--- src/rtl/converter_arbiter.sv ---
// Round-robin arbiter sharing one combinational binary-to-BCD converter between NUM_REQ requesters.
// Each accepted operand is converted, captured and returned with its requester id on one response port.
module converter_arbiter #(
   parameter int unsigned NUM_REQ = 4,
   localparam int unsigned ID_W = $clog2(NUM_REQ)
) (
   input  logic                 clk,
   input  logic                 rst,
   input  logic [NUM_REQ-1:0]   req_valid,
   input  logic [4*NUM_REQ-1:0] req_data,
   output logic [NUM_REQ-1:0]   req_ready,
   output logic [3:0]           conv_in,
   input  logic [7:0]           conv_out,
   output logic                 rsp_valid,
   input  logic                 rsp_ready,
   output logic [ID_W-1:0]      rsp_id,
   output logic [7:0]           rsp_data,
   output logic                 busy,
   output logic                 conv_err
);

   typedef enum logic [1:0] {
      IDLE = 2'd0,
      LOAD = 2'd1,
      RESP = 2'd2
   } state_t;

   state_t            state;
   state_t            state_next;
   logic              take;
   logic              capture;
   logic              grant_found;
   logic [ID_W-1:0]   grant_idx;
   int unsigned       cand;
   logic [3:0]        op_sel;
   logic [3:0]        op_reg;
   logic [ID_W-1:0]   id_reg;
   logic [ID_W-1:0]   rr_ptr;
   logic [7:0]        exp_bcd;
   logic              bad_capture;

   // Round-robin search starting just after the last granted requester
   always_comb begin
      grant_found = 1'b0;
      grant_idx   = '0;
      cand        = 0;
      for (int unsigned k = 1; k <= NUM_REQ; k++) begin
         cand = (32'(rr_ptr) + k) % NUM_REQ;
         if (!grant_found && req_valid[ID_W'(cand)]) begin
            grant_found = 1'b1;
            grant_idx   = ID_W'(cand);
         end
      end
   end

   // Operand mux and one-hot ready, offered only while idle
   always_comb begin
      op_sel    = '0;
      req_ready = '0;
      for (int unsigned i = 0; i < NUM_REQ; i++) begin
         if (grant_idx == ID_W'(i)) begin
            op_sel       = req_data[4*i +: 4];
            req_ready[i] = grant_found && (state == IDLE);
         end
      end
   end

   always_ff @(posedge clk or posedge rst) begin
      if (rst) begin
         state <= IDLE;
      end else begin
         state <= state_next;
      end
   end

   always_comb begin
      state_next = state;
      take       = 1'b0;
      capture    = 1'b0;
      case (state)
         IDLE: begin
            if (grant_found) begin
               take       = 1'b1;
               state_next = LOAD;
            end
         end
         LOAD: begin
            capture    = 1'b1;
            state_next = RESP;
         end
         RESP: begin
            if (rsp_ready) begin
               state_next = IDLE;
            end
         end
         default: state_next = IDLE;
      endcase
   end

   // Reference conversion of the held operand, used to vet the converter's answer
   always_comb begin
      if (op_reg > 4'd9) begin
         exp_bcd = {4'h1, op_reg - 4'd10};
      end else begin
         exp_bcd = {4'h0, op_reg};
      end
      bad_capture = (conv_out[7:4] > 4'd1) || (conv_out[3:0] > 4'd9) || (conv_out != exp_bcd);
   end

   always_ff @(posedge clk or posedge rst) begin
      if (rst) begin
         op_reg   <= '0;
         id_reg   <= '0;
         rr_ptr   <= ID_W'(NUM_REQ - 1);
         rsp_data <= '0;
         rsp_id   <= '0;
         conv_err <= 1'b0;
      end else begin
         if (take) begin
            op_reg <= op_sel;
            id_reg <= grant_idx;
            rr_ptr <= grant_idx;
         end
         if (capture) begin
            rsp_data <= conv_out;
            rsp_id   <= id_reg;
            if (bad_capture) begin
               conv_err <= 1'b1;
            end
         end
      end
   end

   assign conv_in   = op_reg;
   assign rsp_valid = (state == RESP);
   assign busy      = (state != IDLE);

endmodule

--- config.mk ---
export PLATFORM = sky130hd
export DESIGN_NAME = converter_arbiter
export DESIGN_NICKNAME = d
export VERILOG_FILES = /design/src/rtl/converter_arbiter.sv
export SDC_FILE = /design/constraint.sdc
export NUM_CORES = 1
export LEC_CHECK = 0
export ABC_AREA = 0
export BUFFER_PORTS_ARGS = -buffer_cell sky130_fd_sc_hd__buf_4
export CAP_MARGIN = 20
export CORE_ASPECT_RATIO = 0.5
export CORE_MARGIN = 1
export CORE_UTILIZATION = 34
export DETAILED_ROUTE_END_ITERATION = 10
export SKIP_LAST_GASP = 1
export SYNTH_ARGS = -nofsm -noshare
export SYNTH_HDL_FRONTEND = slang
export SYNTH_SLANG_ARGS = --single-unit
--- constraint.sdc ---
create_clock -name clk -period 1.8 [get_ports clk]
set_input_delay 0.09 -clock clk [delete_from_list [all_inputs] [get_ports clk]]
set_output_delay 0.09 -clock clk [all_outputs]
set_load 0.02 [all_outputs]
==> flow_summary.json, run 1 <==
{
  "setup.worst_path.end_class": "output pin",
  "p_per_area_mw_per_mm2": 1700,
  "cts_inserted_buffers": 3,
  "ant_nets": 0,
  "worst_hold_path.num_cells": 2,
  "worstPathMaxFanout": 4,
  "final_cell_mix": "buf_4 (60), nand2_1 (41), dfrtp_1 (19), mux2i_1 (9)",
  "max_cap_violations": 0,
  "status": "completed",
  "fmax_mhz": 569.3,
  "die-area_mm2": 0.003812,
  "post_dp_cell_area_mm2": 0.001685,
  "first_pass_iters": 4,
  "ys_seq_area_frac": 0.4369,
  "crit_type": "flip-flop to output pin",
  "cts.sink_count": 21,
  "finalInstanceArea_mm2": 0.001824,
  "hp-class": "primary input to flip-flop",
  "syn-cell-area_mm2": 0.001209,
  "rows": 14,
  "whs_ns": 0.02144,
  "final_common_cell": "buf_4",
  "vdd_drop_max_v": 0.0007820,
  "diodes": 0,
  "dieHeight_um": 44.16,
  "finalCritPeriodShare": 0.9759,
  "track_usage": 0.1744,
  "clock_skew_ns": 0.002491,
  "io_pins": 52,
  "vias": 1216,
  "synth_nets": 170,
  "finalMaxSlewViolations": 0,
  "start_util": 0.3791,
  "grt.overflow.total": 0,
  "first_global_vias": 1152,
  "hold_path_end": "state[1]",
  "die_w_um": 86.32,
  "final_core_util": 0.5722,
  "cts_max_path_buffers": 2,
  "regMostFlops": "rsp_data",
  "finalPower_mw": 3.101,
  "setup_viol": 0,
  "largest_reg_flops": 8,
  "synth_cell_types": 31,
  "critPathArrivalTime_ns": 1.67,
  "dp_hpwl_mm": 2.328,
  "grt_max_degree": 22,
  "cts_root_buf": "clkbuf_8",
  "clk-insertion-delay-late_ns": 0.26,
  "gr-usage-met3": 0.03545,
  "drc": 0,
  "area_delta_synth_final_pct": 50.93,
  "synth_seq_cells": 21,
  "antenna_found_initial": 0,
  "rr_startpoint": "rr_ptr[1]",
  "r2r.worst_path.cells": 5,
  "critPathLaunchType": "flip-flop",
  "gp_congestion": 0.8530,
  "crit_required_ns": 1.71,
  "relSlewSlack": 0.6994,
  "yosysWarnings": 0,
  "min_from": "rsp_ready",
  "rrSetupSlack_ns": 0.09,
  "viasPerCell": 4.864,
  "top_usage_layer": "met2",
  "grt_pass1_wl_mm": 5.099,
  "tightest_slew_ns": 0.4509,
  "wl_per_cell_um": 12.54,
  "nNetsFinal": 235,
  "use_met1": 0.2314,
  "initialDrtViolationCount": 85,
  "reg2reg_to": "conv_in[2]",
  "period_needed_ns": 1.757,
  "clkTransAtPathRegs_ns": 0.07,
  "coreArea_mm2": 0.003188,
  "final_hold_viol_count": 0,
  "syn_inst": 138,
  "h-tree-depth": 1,
  "wirelength_mm": 3.135,
  "syn_area_per_cell_um2": 8.758,
  "final_layout_size_suffix_gt1_frac": 0.4109,
  "rsz0062_at_grt": "true",
  "startpoint": "rr_ptr[1]",
  "power.leakage_nw": 0.9334,
  "cts_tree": "built",
  "grt_use_met2": 0.2952,
  "portBuffers": 51
}
[layout make-up]
cell class,instances,area [um^2]
flip-flops and latches,21,528.0
well taps,48,60.06
repair buffers,62,471.7
inverters,9,38.79
multi-input cells,106,680.7
clock buffers,4,45.04
fillers,312,1364
[cell usage after synthesis]
cell / number / area [um^2]
nor2_8: 1 / 20.02
a2bb2oi_1: 1 / 8.760
a21bo_2: 1 / 10.01
o221ai_1: 5 / 43.79
xor2_1: 1 / 8.760
nor2b_1: 1 / 6.260
o211ai_1: 1 / 7.510
a21oi_1: 5 / 25.02
nand4_1: 1 / 6.260
nand2_2: 1 / 6.260
a211oi_1: 1 / 7.510
mux2i_1: 10 / 100.1
dfrtp_1: 19 / 475.5
ha_1: 1 / 12.51
nand2_1: 41 / 153.9
xnor2_1: 1 / 8.760
o22ai_4: 1 / 20.02
a21oi_4: 1 / 16.27
a21o_4: 1 / 15.01
nor3_1: 5 / 25.02
clkbuf_1: 3 / 11.26
nand2b_1: 4 / 25.02
clkinv_2: 1 / 5.000
o221a_2: 1 / 11.26
nor2_1: 10 / 37.54
a31oi_1: 2 / 12.51
dfstp_2: 2 / 52.55
inv_1: 8 / 30.03
or2_2: 1 / 6.260
o21ai_0: 6 / 30.03
o32a_1: 1 / 10.01
[timing repair]
action	CTS	global route
hold buffers	1	0
cloned	0	1
pin swaps	2	4
endpoints found under the hold margin	19	0
endpoints found under the setup margin	3	4
buffers inserted	2	2
resized for setup	7	3
[metrics by stage]
step | setup TNS [ns] | std cells | setup slack [ns]
after floorplan | 0 | 138 | 0.02930
after global placement | 0 | 240 | 0.1445
after detailed placement | 0 | 240 | 0.08638
after CTS | 0 | 247 | 0.005109
after global routing | -0.03525 | 250 | -0.02387
final | 0 | 250 | 0.04346
[layer usage]
layer | vias up | part of all wire
met1 | 563 | 0.47
li1 | 607 | -
met3 | 3 | 0.057
met4 | 0 | 0.0032
met5 | - | 0
met2 | 43 | 0.47
[how the worst max path moves through the flow]
stage                        end  slack, ns
finish              req_ready[0]       0.04
global route        req_ready[2]      -0.02
CTS                 req_ready[0]      0.005
detailed placement    conv_in[0]       0.09
global placement      conv_in[0]       0.14
floorplan           req_ready[0]       0.03
[power breakdown]
group / total, mW / internal [mW] / switching (mW) / leakage, nW
Sequential: 0.869 / 0.716 / 0.153 / 0.250
Clock: 0.303 / 0.158 / 0.146 / 0.0228
Combinational: 1.93 / 0.861 / 1.07 / 0.660
[worst max-delay path: stages, from the launching register on]
cell	delay [ns]
dfstp_2	0.58
buf_4	0.12
a31oi_1	0.10
a21oi_2	0.22
nand2b_4	0.19
nor3_2	0.04
buf_4	0.17
[cells by family (layout without fill, tap and decap cells)]
kind of cell,after synthesis,count (layout),synth area share
compound gates,27,27,0.1801
xor+xnor,2,2,0.01450
fa+ha+maj,1,1,0.01035
buf+inv,12,75,0.03830
flops,21,21,0.4369
mux,10,10,0.08282
simple gates,65,66,0.2371
No activity file was read; power rests on OpenSTA's default activity.
==> run 2, diff against run 1 <==
--- a/config.mk
+++ b/config.mk
@@ -8,7 +8,7 @@
 export ABC_AREA = 0
 export BUFFER_PORTS_ARGS = -buffer_cell sky130_fd_sc_hd__buf_4
 export CAP_MARGIN = 20
-export CORE_ASPECT_RATIO = 0.5
+export CORE_ASPECT_RATIO = 2
 export CORE_MARGIN = 1
 export CORE_UTILIZATION = 34
 export DETAILED_ROUTE_END_ITERATION = 10
==> constraint.sdc (replaced) <==
create_clock -name clk -period 1.6 [get_ports clk]
set_input_delay 0.08 -clock clk [delete_from_list [all_inputs] [get_ports clk]]
set_output_delay 0.08 -clock clk [all_outputs]
set_load 0.02 [all_outputs]
==> flow_summary.json, run 2 (synthesis gave the netlist of run 1 again) <==
{
  "portBuffers": 51,
  "cts_max_path_buffers": 2,
  "ant_nets": 0,
  "crit_type": "flip-flop to output pin",
  "diodes": 0,
  "relSlewSlack": 0.6968,
  "fmax_mhz": 538.8,
  "io_pins": 52,
  "start_util": 0.3578,
  "wl_per_cell_um": 14.14,
  "final_cell_mix": "buf_4 (64), nand2_1 (41), dfrtp_1 (19), nor2_1 (9)",
  "setup_ws_ns": -0.2561,
  "tightest_slew_ns": 0.4549,
  "p_sw_mw": 1.637,
  "track_usage": 0.1862,
  "gp_congestion": 0.8308,
  "critPathLaunchType": "flip-flop",
  "rsz0062_at_grt": "true",
  "cpPeakStageDelay_ns": 0.59,
  "max_cap_violations": 0,
  "setup.worst_path.end_class": "output pin",
  "cts_inserted_buffers": 3,
  "worst_hold_path.num_cells": 3,
  "clk-insertion-delay-late_ns": 0.26,
  "viasPerCell": 5.227,
  "rows": 30,
  "cp.buffers_inverters": 2,
  "largest_reg_flops": 8,
  "crit_required_ns": 1.52,
  "gr-usage-met3": 0.02292,
  "violations": "negative setup slack",
  "finalMaxSlewViolations": 0,
  "nNetsFinal": 243,
  "first_global_vias": 1224,
  "cts_tree": "built",
  "fillers": 306,
  "hp-class": "primary input to flip-flop",
  "worstPathMaxFanout": 3,
  "initialDrtViolationCount": 17,
  "top_usage_layer": "met2",
  "cts.sink_count": 21,
  "grt_use_met2": 0.3329,
  "h-tree-depth": 1,
  "intPower_mw": 2.113,
  "p_per_area_mw_per_mm2": 1955,
  "first_pass_iters": 6,
  "grt_pass1_wl_mm": 5.395,
  "cp_cell_sequence": "buf_6, a21oi_2, a31oi_2, a21oi_2, nand2b_4, nor3_4, buf_6",
  "finalCritPeriodShare": 1.160,
  "antenna_found_initial": 0,
  "instances_no_fill": 242,
  "numPlacedInstances": 228,
  "status": "finished, violations left",
  "dp_hpwl_mm": 2.572,
  "final_hold_viol_count": 0,
  "dieHeight_um": 86.32,
  "clockPowerShare": 0.094,
  "cts_root_buf": "clkbuf_8",
  "critPathArrivalTime_ns": 1.78,
  "setup_viol": 9,
  "vdd_drop_max_v": 0.001037,
  "area_delta_synth_final_pct": 58.70,
  "vias": 1265,
  "grt.overflow.total": 0,
  "coreArea_mm2": 0.003378,
  "r2r.worst_path.cells": 6,
  "clock_skew_ns": 0.004593,
  "switching_share": 0.4366,
  "crit_slowest_cell": "dfstp_2",
  "period_needed_ns": 1.856,
  "drc": 0,
  "final_common_cell": "buf_4",
  "wirelength_mm": 3.422,
  "critPathTopFamily": "flip-flops",
  "final_layout_size_suffix_gt1_frac": 0.4476,
  "power.leakage_nw": 0.9762,
  "regMostFlops": "rsp_data",
  "die_w_um": 44.16,
  "die-area_mm2": 0.003812,
  "grt_max_degree": 22,
  "p_seq_frac": 0.257,
  "clkTransAtPathRegs_ns": 0.08,
  "path_depth": 7,
  "p_comb_frac": 0.648,
  "final_core_util": 0.5678,
  "use_met1": 0.2077
}
## run 2: per-stage QoR
step / total power [mW] / cell area [um^2] / setup slack (ns) / hold WS, ns / setup TNS (ns)
2_1_floorplan: 2.257 / 1222 / -0.01051 / 0.05505 / -0.01051
3_3_place_gp: 3.032 / 1709 / -0.005697 / 0.1345 / -0.005697
3_5_place_dp: 3.083 / 1709 / -0.03444 / 0.1392 / -0.1282
4_1_cts: 3.653 / 1867 / -0.2087 / 0.007180 / -1.024
5_1_grt: 4.021 / 1918 / -0.3313 / 0.007841 / -2.139
6_report: 3.749 / 1918 / -0.2561 / 0.01732 / -1.366
## run 2: power groups by stage
stage	clock network, mW	logic, mW	registers [mW]
floorplan	0	1.07	1.19
global placement	0	2.07	0.961
detailed placement	0	2.11	0.978
CTS	0.370	2.32	0.965
global route	0.391	2.64	0.989
finish	0.354	2.43	0.965
## run 2: repair_timing
item                                   CTS  global route
hold buffers                             2             0
endpoints found under the hold margin   20             0
buffers inserted                         6             2
pin swaps                               10             7
setup endpoints to repair                9            10
gates resized for setup                  7             8
## run 2: worst paths after layout
check,slack [ns],startpoint,end
worst max-delay path,-0.26,rr_ptr[1],req_ready[0]
worst min-delay path,0.02,conv_out[7],rsp_data[7]
worst max register to register,-0.14,rr_ptr[1],conv_in[3]
worst min register to register,0.48,id_reg[0],rsp_id[0]
max in group asynchronous,0.93,rst,rr_ptr[1]
min in group asynchronous,0.40,rst,rsp_id[0]
## run 2: routing by layer
layer | part of all wire | vias to the layer above
met1 | 0.36 | 602
met4 | 0.032 | 0
met5 | 0 | -
met3 | 0.038 | 8
li1 | - | 615
met2 | 0.57 | 40
## run 2: tightest hold or removal path: stages
cell,delay (ns)
buf_4,0.09
nand2_1,0.04
nand2_1,0.04
## run 2: cell type report
class	count	area [um^2]	area share
repair buffers	71	565.5	0.2948
multi-input cells	105	696.9	0.3633
inverters	9	38.79	0.02022
flip-flops and latches	21	528.0	0.2753
well taps	32	40.04	0.02087
clock buffers	3	41.29	0.02153
clock inverters	1	7.507	0.003914
==> run 3, diff against run 2 <==
--- a/config.mk
+++ b/config.mk
@@ -12,6 +12,7 @@
 export CORE_MARGIN = 1
 export CORE_UTILIZATION = 34
 export DETAILED_ROUTE_END_ITERATION = 10
+export SETUP_SLACK_MARGIN = 0.3
 export SKIP_LAST_GASP = 1
 export SYNTH_ARGS = -nofsm -noshare
 export SYNTH_HDL_FRONTEND = slang
==> flow_summary.json, run 3 (synthesis gave the netlist of run 1 again) <==
{
  "portBuffers": 51,
  "finalInstanceArea_mm2": 0.001936,
  "cts_max_path_buffers": 2,
  "dieHeight_um": 86.32,
  "p_seq_frac": 0.252,
  "status": "finished, violations left",
  "post_dp_cell_area_mm2": 0.001733,
  "max_cap_violations": 0,
  "place_worst_setup_slack_ns": -0.1122,
  "start_util": 0.3578,
  "crit_slowest_cell": "dfstp_2",
  "tightest_slew_ns": 0.4456,
  "grt_max_degree": 22,
  "clkTransAtPathRegs_ns": 0.07,
  "rsz0062_at_grt": "true",
  "critPathLaunchType": "flip-flop",
  "die_w_um": 44.16,
  "initialDrtViolationCount": 26,
  "switching_share": 0.4331,
  "setup_ws_ns": -0.2320,
  "fmax_mhz": 545.9,
  "drc": 2,
  "setup.worst_path.end_class": "output pin",
  "nNetsFinal": 242,
  "cp.buffers_inverters": 1,
  "violations": "design-rule violations, negative setup slack",
  "grt_pass1_wl_mm": 5.582,
  "cpPeakStageDelay_ns": 0.59,
  "cp_cell_sequence": "a21oi_1, a31oi_1, a21oi_2, nand2b_4, nor3_4, buf_6",
  "setup_viol": 8,
  "final_common_cell": "buf_4",
  "grt.overflow.total": 0,
  "ant_nets": 0,
  "dp_hpwl_mm": 2.654,
  "regMostFlops": "rsp_data",
  "final_core_util": 0.5730,
  "finalMaxSlewViolations": 0,
  "period_needed_ns": 1.832,
  "first_pass_iters": 7,
  "p_per_area_mw_per_mm2": 1979,
  "largest_reg_flops": 8,
  "antenna_found_initial": 0,
  "crit_required_ns": 1.52,
  "vdd_drop_max_v": 0.001112,
  "final_cell_mix": "buf_4 (62), nand2_1 (41), dfrtp_1 (19), mux2i_1 (9), nor2_1 (7)",
  "gp_congestion": 0.8059,
  "final_layout_size_suffix_gt1_frac": 0.4689,
  "diodes": 0,
  "cts_tree": "built",
  "crit_type": "flip-flop to output pin",
  "relSlewSlack": 0.7030,
  "fin_setup_tns_ns": -1.189,
  "whs_ns": 0.01805,
  "coreArea_mm2": 0.003378,
  "numPlacedInstances": 228,
  "first_global_vias": 1272,
  "hp-class": "primary input to flip-flop",
  "h-tree-depth": 1,
  "finalCritPeriodShare": 1.145,
  "cts_root_buf": "clkbuf_8",
  "die-area_mm2": 0.003812,
  "area_delta_synth_final_pct": 60.15,
  "track_usage": 0.1957,
  "instances_no_fill": 241,
  "clock_skew_ns": 0.008572,
  "critPathTopFamily": "flip-flops",
  "intPower_mw": 2.171,
  "worstPathMaxFanout": 5,
  "io_pins": 52,
  "vias": 1244,
  "wl_per_cell_um": 14.37,
  "clk-insertion-delay-late_ns": 0.26,
  "wirelength_mm": 3.463,
  "cts_inserted_buffers": 3,
  "finalPower_mw": 3.830,
  "p_comb_frac": 0.655,
  "cts.sink_count": 21,
  "power.leakage_nw": 0.9788,
  "rows": 30,
  "p_sw_mw": 1.659,
  "critPathArrivalTime_ns": 1.75,
  "viasPerCell": 5.162,
  "clockPowerShare": 0.093,
  "final_hold_viol_count": 0
}
run 3: cell types whose count changed in the layout (fill, tap and decap cells not counted), moves of 2 or more:
cell and change:
inv_1 -3, inv_2 +3, buf_4 -2, buf_6 +2, clkinv_2 +2, mux2i_2 -2
nor2_1 -2
run 3: area by class of cell:
type                            instances  area, um^2
Inverter                                9       35.03
Clock inverter                          1       5.005
Clock buffer                            3       41.29
Fill cell                             312        1443
Sequential cell                        21       528.0
Tap cell                               32       40.04
Timing Repair Buffer                   70       563.0
Multi-Input combinational cell        105       723.2
run 3: power groups by stage:
stage	Clock (mW)	Combinational, mW	Sequential (mW)
after floorplan	0	1.12	1.19
after global placement	0	2.12	0.969
after detailed placement	0	2.16	0.981
after CTS	0.363	2.35	0.974
after global routing	0.381	2.74	0.999
final	0.354	2.51	0.966
run 3: final timing paths:
check                               end  depth (start not counted)   startpoint  slack, ns
min in group asynchronous   rsp_data[4]                          4          rst       0.40
max reg2reg                  conv_in[2]                          6    rr_ptr[1]      -0.17
max                        req_ready[0]                          6    rr_ptr[1]      -0.23
max in group asynchronous     rr_ptr[0]                          4          rst       0.92
min reg2reg                 rsp_data[7]                          2  rsp_data[7]       0.48
min                            state[1]                          2    rsp_ready       0.02
run 3: metal layers:
layer	share of wire	up-vias	track usage
li1	-	614	-
met1	0.36	574	0.2037
met3	0.044	10	0.02292
met4	0.029	0	0.1019
met5	0	-	0
met2	0.57	46	0.3610
run 3: timing repair:
item / in CTS / in global routing
gates resized for setup: 11 / 8
setup buffers: 3 / 5
pin swaps: 6 / 7
hold buffers: 1 / 0
setup endpoints to repair: 11 / 20
hold endpoints to repair: 19 / 0
